### src/rtl/alu_pkg.sv
// Shared ALU op codes and execute-stage state encoding.
// Imported by the ALU controller, alu_iter_exec and its benches.
package alu_pkg;
  localparam logic [3:0] ALU_AND = 4'b0000;
  localparam logic [3:0] ALU_OR  = 4'b0001;
  localparam logic [3:0] ALU_ADD = 4'b0010;
  localparam logic [3:0] ALU_SLL = 4'b0100;
  localparam logic [3:0] ALU_SRL = 4'b0101;
  localparam logic [3:0] ALU_SRA = 4'b0111;
  localparam logic [3:0] ALU_EQ  = 4'b1000;
  localparam logic [3:0] ALU_XOR = 4'b1001;
  localparam logic [3:0] ALU_SLT = 4'b1100;

  typedef enum logic [1:0] {IDLE, SHIFT, DONE} state_t;
endpackage

### src/rtl/alu_shift_step.sv
// Combinational single-step shifter; amt never exceeds the iteration step.
module alu_shift_step #(
  parameter int DW = 32,
  parameter int CW = 6
) (
  input  logic [DW-1:0] din,
  input  logic [CW-1:0] amt,
  input  logic          left,
  input  logic          arith,
  input  logic          sign,
  output logic [DW-1:0] dout
);
  logic [DW-1:0] fill;

  // Arithmetic right shifts refill from the sign captured at accept.
  assign fill = (arith && sign) ? ~({DW{1'b1}} >> amt) : '0;
  assign dout = left ? (din << amt) : ((din >> amt) | fill);
endmodule

### src/rtl/alu_iter_exec.sv
// Execute-stage ALU: single-cycle logic/add/compare, iterative shifter for shifts.
// Define ALU_FASTSHIFT_EN to replace the iterative shifter with a barrel shifter.
module alu_iter_exec
  import alu_pkg::*;
#(
  parameter int DATA_WIDTH    = 32,
  parameter int OPCODE_LENGTH = 4,
  parameter int SHIFT_STEP    = 1
) (
  input  logic                     clk,
  input  logic                     reset,
  input  logic                     in_valid,
  output logic                     in_ready,
  input  logic [OPCODE_LENGTH-1:0] Operation,
  input  logic [DATA_WIDTH-1:0]    SrcA,
  input  logic [DATA_WIDTH-1:0]    SrcB,
  output logic                     out_valid,
  input  logic                     out_ready,
  output logic [DATA_WIDTH-1:0]    Result,
  output logic                     busy
);
  localparam int SW = $clog2(DATA_WIDTH);
  localparam int CW = SW + 1;
  localparam logic [CW-1:0] STEP = CW'(SHIFT_STEP);

  state_t          state;
  logic [3:0]      op;
  logic [SW-1:0]   shamt;
  logic            is_shift, accept, go_shift;
  logic [DATA_WIDTH-1:0] comb_res, work, shifted;
  logic [CW-1:0]   remaining, step_amt;
  logic            sh_left, sh_arith, sh_sign;

  assign op       = 4'(Operation);
  assign shamt    = SrcB[SW-1:0];
  assign is_shift = (op == ALU_SLL) || (op == ALU_SRL) || (op == ALU_SRA);
  assign in_ready = (state == IDLE) || ((state == DONE) && out_ready);
  assign accept   = in_valid && in_ready;
  assign step_amt = (remaining < STEP) ? remaining : STEP;

  always_comb begin
    comb_res = '0;
    case (op)
      ALU_AND: comb_res = SrcA & SrcB;
      ALU_OR:  comb_res = SrcA | SrcB;
      ALU_ADD: comb_res = SrcA + SrcB;
      ALU_XOR: comb_res = SrcA ^ SrcB;
      ALU_EQ:  comb_res = DATA_WIDTH'(SrcA == SrcB);
      ALU_SLT: comb_res = DATA_WIDTH'($signed(SrcA) < $signed(SrcB));
`ifdef ALU_FASTSHIFT_EN
      ALU_SLL: comb_res = SrcA << shamt;
      ALU_SRL: comb_res = SrcA >> shamt;
      ALU_SRA: comb_res = $signed(SrcA) >>> shamt;
`else
      // Only reached for a zero shift amount; longer shifts iterate.
      ALU_SLL, ALU_SRL, ALU_SRA: comb_res = SrcA;
`endif
      default: comb_res = '0;
    endcase
  end

`ifdef ALU_FASTSHIFT_EN
  assign go_shift = 1'b0;
  assign shifted  = work;
`else
  assign go_shift = is_shift && (shamt != '0);
  alu_shift_step #(.DW(DATA_WIDTH), .CW(CW)) u_step (
    .din  (work),
    .amt  (step_amt),
    .left (sh_left),
    .arith(sh_arith),
    .sign (sh_sign),
    .dout (shifted)
  );
`endif

  always_ff @(posedge clk) begin
    if (reset) begin
      state     <= IDLE;
      out_valid <= 1'b0;
      Result    <= '0;
      busy      <= 1'b0;
      work      <= '0;
      remaining <= '0;
      sh_left   <= 1'b0;
      sh_arith  <= 1'b0;
      sh_sign   <= 1'b0;
    end else begin
      case (state)
        IDLE, DONE: begin
          if ((state == DONE) && out_ready) begin
            out_valid <= 1'b0;
            state     <= IDLE;
          end
          // Accept in DONE only happens while out_ready drains the old result.
          if (accept) begin
            sh_left  <= (op == ALU_SLL);
            sh_arith <= (op == ALU_SRA);
            sh_sign  <= SrcA[DATA_WIDTH-1];
            if (go_shift) begin
              work      <= SrcA;
              remaining <= CW'(shamt);
              busy      <= 1'b1;
              out_valid <= 1'b0;
              state     <= SHIFT;
            end else begin
              Result    <= comb_res;
              out_valid <= 1'b1;
              state     <= DONE;
            end
          end
        end
        SHIFT: begin
          work      <= shifted;
          remaining <= remaining - step_amt;
          if (remaining == step_amt) begin
            Result    <= shifted;
            busy      <= 1'b0;
            out_valid <= 1'b1;
            state     <= DONE;
          end
        end
        default: state <= IDLE;
      endcase
    end
  end
endmodule

### config.mk
export PLATFORM = sky130hd
export DESIGN_NAME = alu_iter_exec
export DESIGN_NICKNAME = d
export VERILOG_FILES = /design/src/rtl/alu_pkg.sv /design/src/rtl/alu_shift_step.sv /design/src/rtl/alu_iter_exec.sv
export SDC_FILE = /design/constraint.sdc
export NUM_CORES = 1
export LEC_CHECK = 0
export ABC_AREA = 1
export BUFFER_PORTS_ARGS = -buffer_cell sky130_fd_sc_hd__buf_2
export CAP_MARGIN = 5
export CORE_MARGIN = 2
export CORE_UTILIZATION = 55
export DETAILED_ROUTE_END_ITERATION = 8
export PLACE_DENSITY_LB_ADDON = 0.15
export SETUP_SLACK_MARGIN = 0.5
export SYNTH_ARGS = -nofsm -noshare
export SYNTH_HDL_FRONTEND = slang
export SYNTH_HIERARCHICAL = 1
export SYNTH_SLANG_ARGS = --single-unit
export TNS_END_PERCENT = 10
### constraint.sdc
create_clock -name clk -period 4.5 [get_ports clk]
set_input_delay 0.225 -clock clk [delete_from_list [all_inputs] [get_ports clk]]
set_output_delay 0.225 -clock clk [all_outputs]
set_load 0.02 [all_outputs]
==> results of run 1 <==
-- layout make-up --
cell class	count	area share [%]
antenna	1	0.0201
clock buffer	11	2.03
clock inverter	5	0.855
inverter	226	6.88
multi-input combinational	1654	70.2
sequential	77	12.4
tap	275	2.77
timing repair buffer	116	4.87
-- cell families after synthesis --
| family | Yosys count | synth area share (%) |
|---|---|---|
| and+or+nand+nor | 1106 | 41.4 |
| AOI/OAI and AO/OA | 436 | 22.1 |
| DFF | 77 | 13.2 |
| other | 1 | 0.0321 |
| buffers and inverters | 327 | 12.4 |
| muxes | 1 | 0.0858 |
| adders and majority gates | 99 | 10.7 |
-- cells in the mapped netlist (all sizes together) --
master	count
nor3	13
nand4	14
nor2	120
inv	226
o211ai	30
mux2i	1
and2	8
a21o	1
o41ai	1
conb	1
a2111oi	1
nand2	672
or2	4
nor3b	1
clkbuf	25
o21ai	164
o21bai	6
a31oi	49
nor4	2
nand3	271
a22o	1
ha	98
dfxtp	77
fa	1
a21boi	6
o22ai	21
a211oi	2
a21oi	124
nand3b	1
o221ai	3
a221oi	22
o31ai	2
buf	76
o2111ai	2
o21a	1
-- metal layers --
| metal | part of all wire, % | up-vias |
|---|---|---|
| li1 | - | 6906 |
| met1 | 37 | 6776 |
| met2 | 45 | 962 |
| met3 | 10 | 204 |
| met4 | 7.4 | 2 |
| met5 | 0.055 | - |
-- flip-flops by register name, summed over array words and instances, names as in the netlist --
signal     cells
Result        32
busy           1
sh_sign        1
work          32
out_valid      1
sh_left        1
state          2
sh_arith       1
remaining      6
-- worst max-delay path by stage --
stage / slack [ps] / startpoint / end
detailed placement: 1520 / remaining[4]$_SDFFE_PP0P_ / Result[27]$_SDFFE_PP0P_
CTS: 1500 / remaining[4]$_SDFFE_PP0P_ / Result[31]$_SDFFE_PP0P_
global route: 1180 / remaining[4]$_SDFFE_PP0P_ / Result[31]$_SDFFE_PP0P_
global placement: 1640 / remaining[4]$_SDFFE_PP0P_ / Result[11]$_SDFFE_PP0P_
finish: 1410 / remaining[4]$_SDFFE_PP0P_ / Result[31]$_SDFFE_PP0P_
floorplan: 2560 / remaining[4]$_SDFFE_PP0P_ / Result[24]$_SDFFE_PP0P_
-- worst max-delay path: cells and delay by family (launching register included) --
| family | cells | cell delay (ps) |
|---|---|---|
| fa+ha+maj | 1 | 160 |
| buf+inv | 4 | 730 |
| compound gates | 2 | 320 |
| flops | 1 | 340 |
| simple gates | 7 | 1420 |
-- power by group through the flow --
stage | combinational (uW) | clock, uW | sequential [uW]
2_1_floorplan | 895 | 0 | 831
3_3_place_gp | 1180 | 0 | 806
3_5_place_dp | 1200 | 0 | 805
4_1_cts | 1210 | 859 | 791
5_1_grt | 1430 | 887 | 796
6_report | 1310 | 866 | 795
-- layout by cell type, fill, tap and decap left out, types with 3 or more instances in the layout --
cell type | synthesis | routed
nand3_1 | 263 | 262
nand2_2 | 12 | 12
nand2_1 | 652 | 652
o221ai_1 | 3 | 3
dfxtp_1 | 77 | 77
conb_1 | 1 | 12
o21ai_1 | 23 | 23
nor3_1 | 11 | 11
ha_1 | 98 | 98
o21bai_1 | 6 | 6
nor2_4 | 8 | 8
o211ai_1 | 29 | 29
inv_2 | 11 | 11
inv_1 | 212 | 212
buf_4 | 12 | 10
a221oi_1 | 22 | 22
o21ai_0 | 134 | 134
a21boi_1 | 5 | 5
inv_4 | 3 | 3
and2_1 | 8 | 8
buf_2 | 42 | 106
a31oi_1 | 49 | 49
o21ai_2 | 6 | 6
nand4_1 | 14 | 14
a21oi_1 | 117 | 117
nor2_1 | 106 | 104
nor2_2 | 4 | 6
clkbuf_16 | 0 | 9
nand3_2 | 7 | 8
nand2_4 | 8 | 8
bufinv_16 | 0 | 3
o22ai_1 | 21 | 21
a21oi_2 | 6 | 6
-- through the flow --
step                      setup WS (ps)  hold slack, ps
final                              1410             214
after global routing               1180             233
after CTS                          1500             203
after detailed placement           1520             439
after global placement             1640             433
after floorplan                    2560             388
==> run_results.csv, run 1 <==
group,metric,value,unit
pwr,p_sw,1290,uW
detailed_routing,ant_nets,0,
pwr,total_power,2980,uW
grt,antenna_found_initial,2,
place,dp_hpwl,37.6,mm
pwr,peakVddDrop,185,uV
logic_synthesis,syn-cell-area,0.0117,mm^2
setup_path,slowest_delay,740,ps
timing,min_period,3090,ps
setup_path,required,4710,ps
place,placed_cell_area,0.0121,mm^2
logic_synthesis,synth_cells,2047,
setup_path,rrSetupSlack,1410,ps
cells_and_area,drive_gt1_share,10.1,%
floorplan,ios,107,
clock_tree,hold_buffers,0,
floorplan,die_x,150,um
logic_synthesis,yosysTopAreaCell,"nand2_1",
cells_and_area,n_fill_cell,2186,
place,portBuffers,106,
place,dp.cells,2348,
detailed_routing,wl,49.4,mm
clock_tree,cts_buffers,9,
cells_and_area,multi_input_area,0.00873,mm^2
detailed_routing,drc,0,
clock_tree,cts_tree,"built",
grt,grt-ovfl-total,0,
grt,grt_use_met3,7.07,%
logic_synthesis,synth_area_leaders,"nand2_1 21%, dfxtp_1 13%, nand3_1 11%",
pwr,pwr-share-comb,44.2,%
clock_tree,cts_setup_buffers,0,
status,status,"finished clean",
grt,met1_usage,53.1,%
timing,drv_slew,0,
floorplan,initial_core_util,55.9,%
worst_hold_path,hold_path_end,"work[25]$_SDFFE_PP0P_",
cells_and_area,final-instance-count-excl-fill,2365,
worst_hold_path,hold_path_depth,3,
detailed_routing,vias_per_cell,6.28,
setup_path,r2r_start,"remaining[4]$_SDFFE_PP0P_",
timing,fin_skew,9.19,ps
clock_tree,clkTransAtPathRegs,60,ps
setup_path,critPathSlowestCell,"nor2_4",
grt,gr-usage-all-layers,43.1,%
pwr,clkPwrFrac,29.1,%
pwr,p_int,1690,uW
logic_synthesis,syn_avg_cell_area,5.70,um^2
logic_synthesis,synth_top_area_share,21.0,%
setup_path,ff2ff_path_depth,14,
floorplan,core,0.0209,mm^2
detailed_routing,drt-initial-drc-count,1713,
logic_synthesis,synth_seq_cells,77,
setup_path,worst-setup-path-type,"reg -> reg",
place,gp_congestion,1.06,
worst_hold_path,min_from,"SrcA[25]",
setup_path,crit_top_cell,"nand2_1",
clock_tree,cts-root-buf,"clkbuf_16",
setup_path,crit_fanout,46,
timing,final.setup.tns,0,ps
clock_tree,ctsLongestPathBuffers,2,
setup_path,crit_path_end_kind,"flip-flop",
timing,tightest_slew,939,ps
cells_and_area,syn_to_final_growth,6.58,%
setup_path,start_kind,"flip-flop",
grt,grt_busiest_layer,"met2",
logic_synthesis,ys_types,58,
floorplan,core.rowCount,53,
timing,fmax,324,MHz
grt,grtUsageMet2,69.9,%
grt,grt_max_degree,83,
timing,setup_violations,0,
cells_and_area,final_util,59.5,%
cells_and_area,regArea,0.00154,mm^2
detailed_routing,wl_per_cell,20.9,um
pwr,power_frac_seq,26.7,%
grt,grt_first_pass_wirelength,74.2,mm
logic_synthesis,ys_seq_area_share,13.2,%
clock_tree,h-tree-depth,3,
clock_tree,clock_sinks,77,
timing,rsz0062_at_grt,"false",
detailed_routing,vias,14900,
worst_hold_path,hold_class,"in -> reg",
timing,max_slew_margin,37.3,%
setup_path,crit_arrival,3300,ps
pwr,powerDensity,239,mW/mm^2
clock_tree,clk_latency,340,ps
cells_and_area,fin_nets,2255,
pwr,p_leak,0.00646,uW
detailed_routing,drtPass1Iterations,7,
pwr,switching_share,43.3,%
grt,grt_pass1_vias,13200,
cells_and_area,stdcell_area,0.0124,mm^2
timing,hold_violations,0,
floorplan,die_area,0.0224,mm^2
timing,layout_worst_path_cycle_share,68.7,%
setup_path,r2r-end,"Result[31]$_SDFFE_PP0P_",
floorplan,die_h,150,um
job,cap_violations,0,
logic_synthesis,yosysWarningCount,6,
clock_tree,ctsResizeCount,0,
setup_path,timing.critical_path.cells,"nor2_1, nand2_1, inv_1, nand3_2, buf_4, nand2_1, ha_1, nand2_1, nand2_1, inv_1, nor2_4, inv_4, a21oi_1, a21oi_1",
(Power assumes the default switching activity.)
==> run 2, diff against run 1 <==
Settings changed: ABC_AREA 1 to 0.
Clock period 4.5 ns to 3 ns, I/O delays scaled along.
==> run 2 against run 1 <==
Compared with the run above:
- combinational power increased by 70%
- largest power group unchanged
- sequential power increased by 48%
- final area is 12% higher
- total power is 53% higher
- critical path depth is 1 lower
- fmax grew 7.8%
- count of clock-buffer cells in the layout is 1 lower
- core utilization up 6.9 points
==> run_results.csv, run 2 <==
group,metric,value,unit
status,status,"finished clean",
floorplan,core,0.0210,mm^2
setup_path,critPathSlowestCell,"dfxtp_4",
clock_tree,cts_buffers,9,
worst_hold_path,hold_class,"in -> reg",
pwr,powerDensity,326,mW/mm^2
place,dp_hpwl,38.3,mm
setup_path,worstSetupStartpoint,"remaining[3]$_SDFFE_PP0P_",
floorplan,die_h,151,um
floorplan,die_x,151,um
clock_tree,clock_sinks,77,
cells_and_area,final_cell_mix,"173 x nand2_1, 152 x a21oi_1, 151 x nor2_1, 115 x buf_4, 106 x buf_2",
logic_synthesis,syn_avg_cell_area,7.35,um^2
detailed_routing,vias,14000,
clock_tree,cts-root-buf,"clkbuf_16",
timing,layout_worst_path_cycle_share,95.6,%
worst_hold_path,hold_path_depth,3,
logic_synthesis,yosys-top-cells-count,"178 x nand2_1, 161 x a21oi_1, 153 x nor2_1",
pwr,peakVddDrop,296,uV
setup_path,timing.critical_path.cells,"nor3_4, nand2_2, nor2_4, buf_12, inv_12, buf_12, mux2_2, mux2i_1, o21ai_0, a211oi_2, a21oi_2, a221oi_1, o32ai_1",
logic_synthesis,synth_seq_cells,77,
worst_hold_path,min_from,"in_valid",
timing,final.setup.tns,0,ps
setup_path,worst-setup-path-type,"reg -> reg",
logic_synthesis,synthArstFlopShare,0,%
floorplan,ios,107,
timing,tightest_slew,786,ps
setup_path,crit_top_cell,"buf_12",
job,cap_violations,0,
logic_synthesis,ys_seq_area_share,13.1,%
detailed_routing,wl_per_cell,25.7,um
grt,grt_first_pass_wirelength,76.5,mm
grt,gr-usage-all-layers,44.6,%
timing,rsz0062_at_grt,"true",
grt,grt-ovfl-total,0,
setup_path,r2r-end,"Result[26]$_SDFFE_PP0P_",
timing,whs,110,ps
setup_path,crit_family,"compound AO/OA/AOI/OAI gates",
pwr,p_leak,0.00574,uW
grt,grt_max_degree,101,
setup_path,crit_path_end_kind,"flip-flop",
cells_and_area,fin_nets,1899,
logic_synthesis,yosysMostFrequentCell,"nand2_1",
setup_path,crit_arrival,3070,ps
detailed_routing,vias_per_cell,6.98,
timing,max_slew_margin,47.5,%
setup_path,r2r_start,"remaining[3]$_SDFFE_PP0P_",
clock_tree,hold_buffers,0,
floorplan,initial_core_util,56.2,%
timing,setup_violations,0,
cells_and_area,drive_gt1_share,24.5,%
cells_and_area,n_antenna_cell,0,
setup_path,rrSetupSlack,130,ps
detailed_routing,drtPass1Iterations,6,
setup_path,required,3200,ps
timing,min_period,2870,ps
cells_and_area,largestRegisters,"Result x32, work x32, remaining x6",
grt,grt_pass1_vias,12600,
clock_tree,clkTransAtPathRegs,70,ps
cells_and_area,syn_to_final_growth,18.3,%
logic_synthesis,synth_cells,1606,
logic_synthesis,synthFlopType,"dfxtp_1",
timing,fin_skew,14.2,ps
setup_path,critPathBufInv,3,
clock_tree,clk_latency,350,ps
setup_path,path_depth,13,
worst_hold_path,hold_path_end,"sh_sign$_SDFFE_PP0P_",
logic_synthesis,synth_area_leaders,"dfxtp_1 13%, ha_1 10%, mux4_2 9.0%",
clock_tree,h-tree-depth,3,
place,gp_congestion,1.08,
logic_synthesis,yosysWarningCount,6,
grt,antenna_found_initial,1,
detailed_routing,drc,0,
setup_path,slowest_delay,360,ps
logic_synthesis,synth_edf_count,0,
setup_path,start_kind,"flip-flop",
detailed_routing,drt-initial-drc-count,1415,
cells_and_area,layout_commonest_cell,"nand2_1",
timing,fmax,349,MHz
logic_synthesis,ys_types,87,
place,portBuffers,106,
timing,hold_violations,0,
detailed_routing,wl,51.5,mm
clock_tree,ctsLongestPathBuffers,2,
logic_synthesis,syn-cell-area,0.0118,mm^2
floorplan,die_area,0.0227,mm^2
logic_synthesis,synth_top_area_share,13.1,%
logic_synthesis,yosysTopAreaCell,"dfxtp_1",
clock_tree,cts_tree,"built",
setup_path,ff2ff_path_depth,13,
setup_path,crit_fanout,9,
timing,drv_slew,0,
floorplan,core.rowCount,53,
detailed_routing,ant_nets,0,
## run 2: changes by cell type in the layout (fill, tap and decap cells not counted), moves of 35 or more
cell / delta
nand3_1: -244
buf_4: +105
nor2_1: +47
o21ai_0: -51
a21oi_1: +35
inv_1: -121
a22oi_1: +37
nand2_1: -479
mux4_2: +48
mux2i_1: +47
## run 2: area by class of cell
| class | instances | area, um^2 |
|---|---|---|
| inverters | 97 | 377 |
| well taps | 275 | 344 |
| fillers | 1885 | 7050 |
| clock buffers | 10 | 239 |
| repair buffers | 234 | 1660 |
| multi-input cells | 1308 | 9720 |
| clock inverters | 6 | 68.8 |
| flip-flops and latches | 77 | 1550 |
| repair inverters | 1 | 6.26 |
## run 2: repair_timing
action | 4_1_cts | 5_1_grt
cloned | 3 | 0
pin swaps | 16 | 32
buffers inserted | 8 | 12
gates resized for setup | 42 | 53
endpoints found under the setup margin | 61 | 63
## run 2: worst reg2reg max path, stage by stage, from the launching register on
cell      delay, ps
dfxtp_4         360
nor3_4          200
nand2_2         100
nor2_4          100
buf_12          150
inv_12           60
buf_12          150
mux2_2          310
mux2i_1         190
o21ai_0         200
a211oi_2        360
a21oi_2         110
a221oi_1        300
o32ai_1         130
## run 2: stage by stage
step | utilization (%) | cell area [um^2] | setup WS (ps) | std cells | power [uW]
floorplan | - | 11900 | 350 | 1619 | 2520
global placement | 62.0 | 13000 | 51.5 | 1968 | 3100
detailed placement | 62.0 | 13000 | 12.9 | 1968 | 3110
CTS | 64.9 | 13600 | 212 | 1995 | 4350
global route | 66.5 | 14000 | 103 | 2008 | 4730
finish | 66.5 | 14000 | 133 | 2008 | 4560
## run 2: logic make-up (layout without fill, tap and decap cells)
logic type / Yosys count / count (layout) / share of synthesized area, %
other: 1 / 14 / 0.0318
adders and majority gates: 99 / 99 / 10.6
xor gates and xnor gates: 17 / 17 / 1.26
DFF: 77 / 77 / 13.1
muxes: 140 / 140 / 17.6
buffers and inverters: 234 / 348 / 8.51
AOI/OAI and AO/OA: 559 / 559 / 30.8
and+or+nand+nor: 479 / 479 / 18.2
## run 2: how the worst max path moves through the flow
stage,endpoint,slack [ps]
finish,Result[26]$_SDFFE_PP0P_,130
global route,Result[6]$_SDFFE_PP0P_,100
CTS,Result[21]$_SDFFE_PP0P_,210
detailed placement,Result[13]$_SDFFE_PP0P_,10
global placement,Result[13]$_SDFFE_PP0P_,50
floorplan,Result[30]$_SDFFE_PP0P_,350
## run 2: report_power, final
part	total, uW	internal (uW)	switching (uW)
Clock	1150	675	476
Sequential	1180	1090	87.9
Combinational	2230	899	1330
## run 2: routing by layer
metal  track usage (%)  share of wire (%)
met5                 0                  0
met4              23.1                6.3
met3              11.4                 13
met2              65.8                 42
met1              60.0                 39
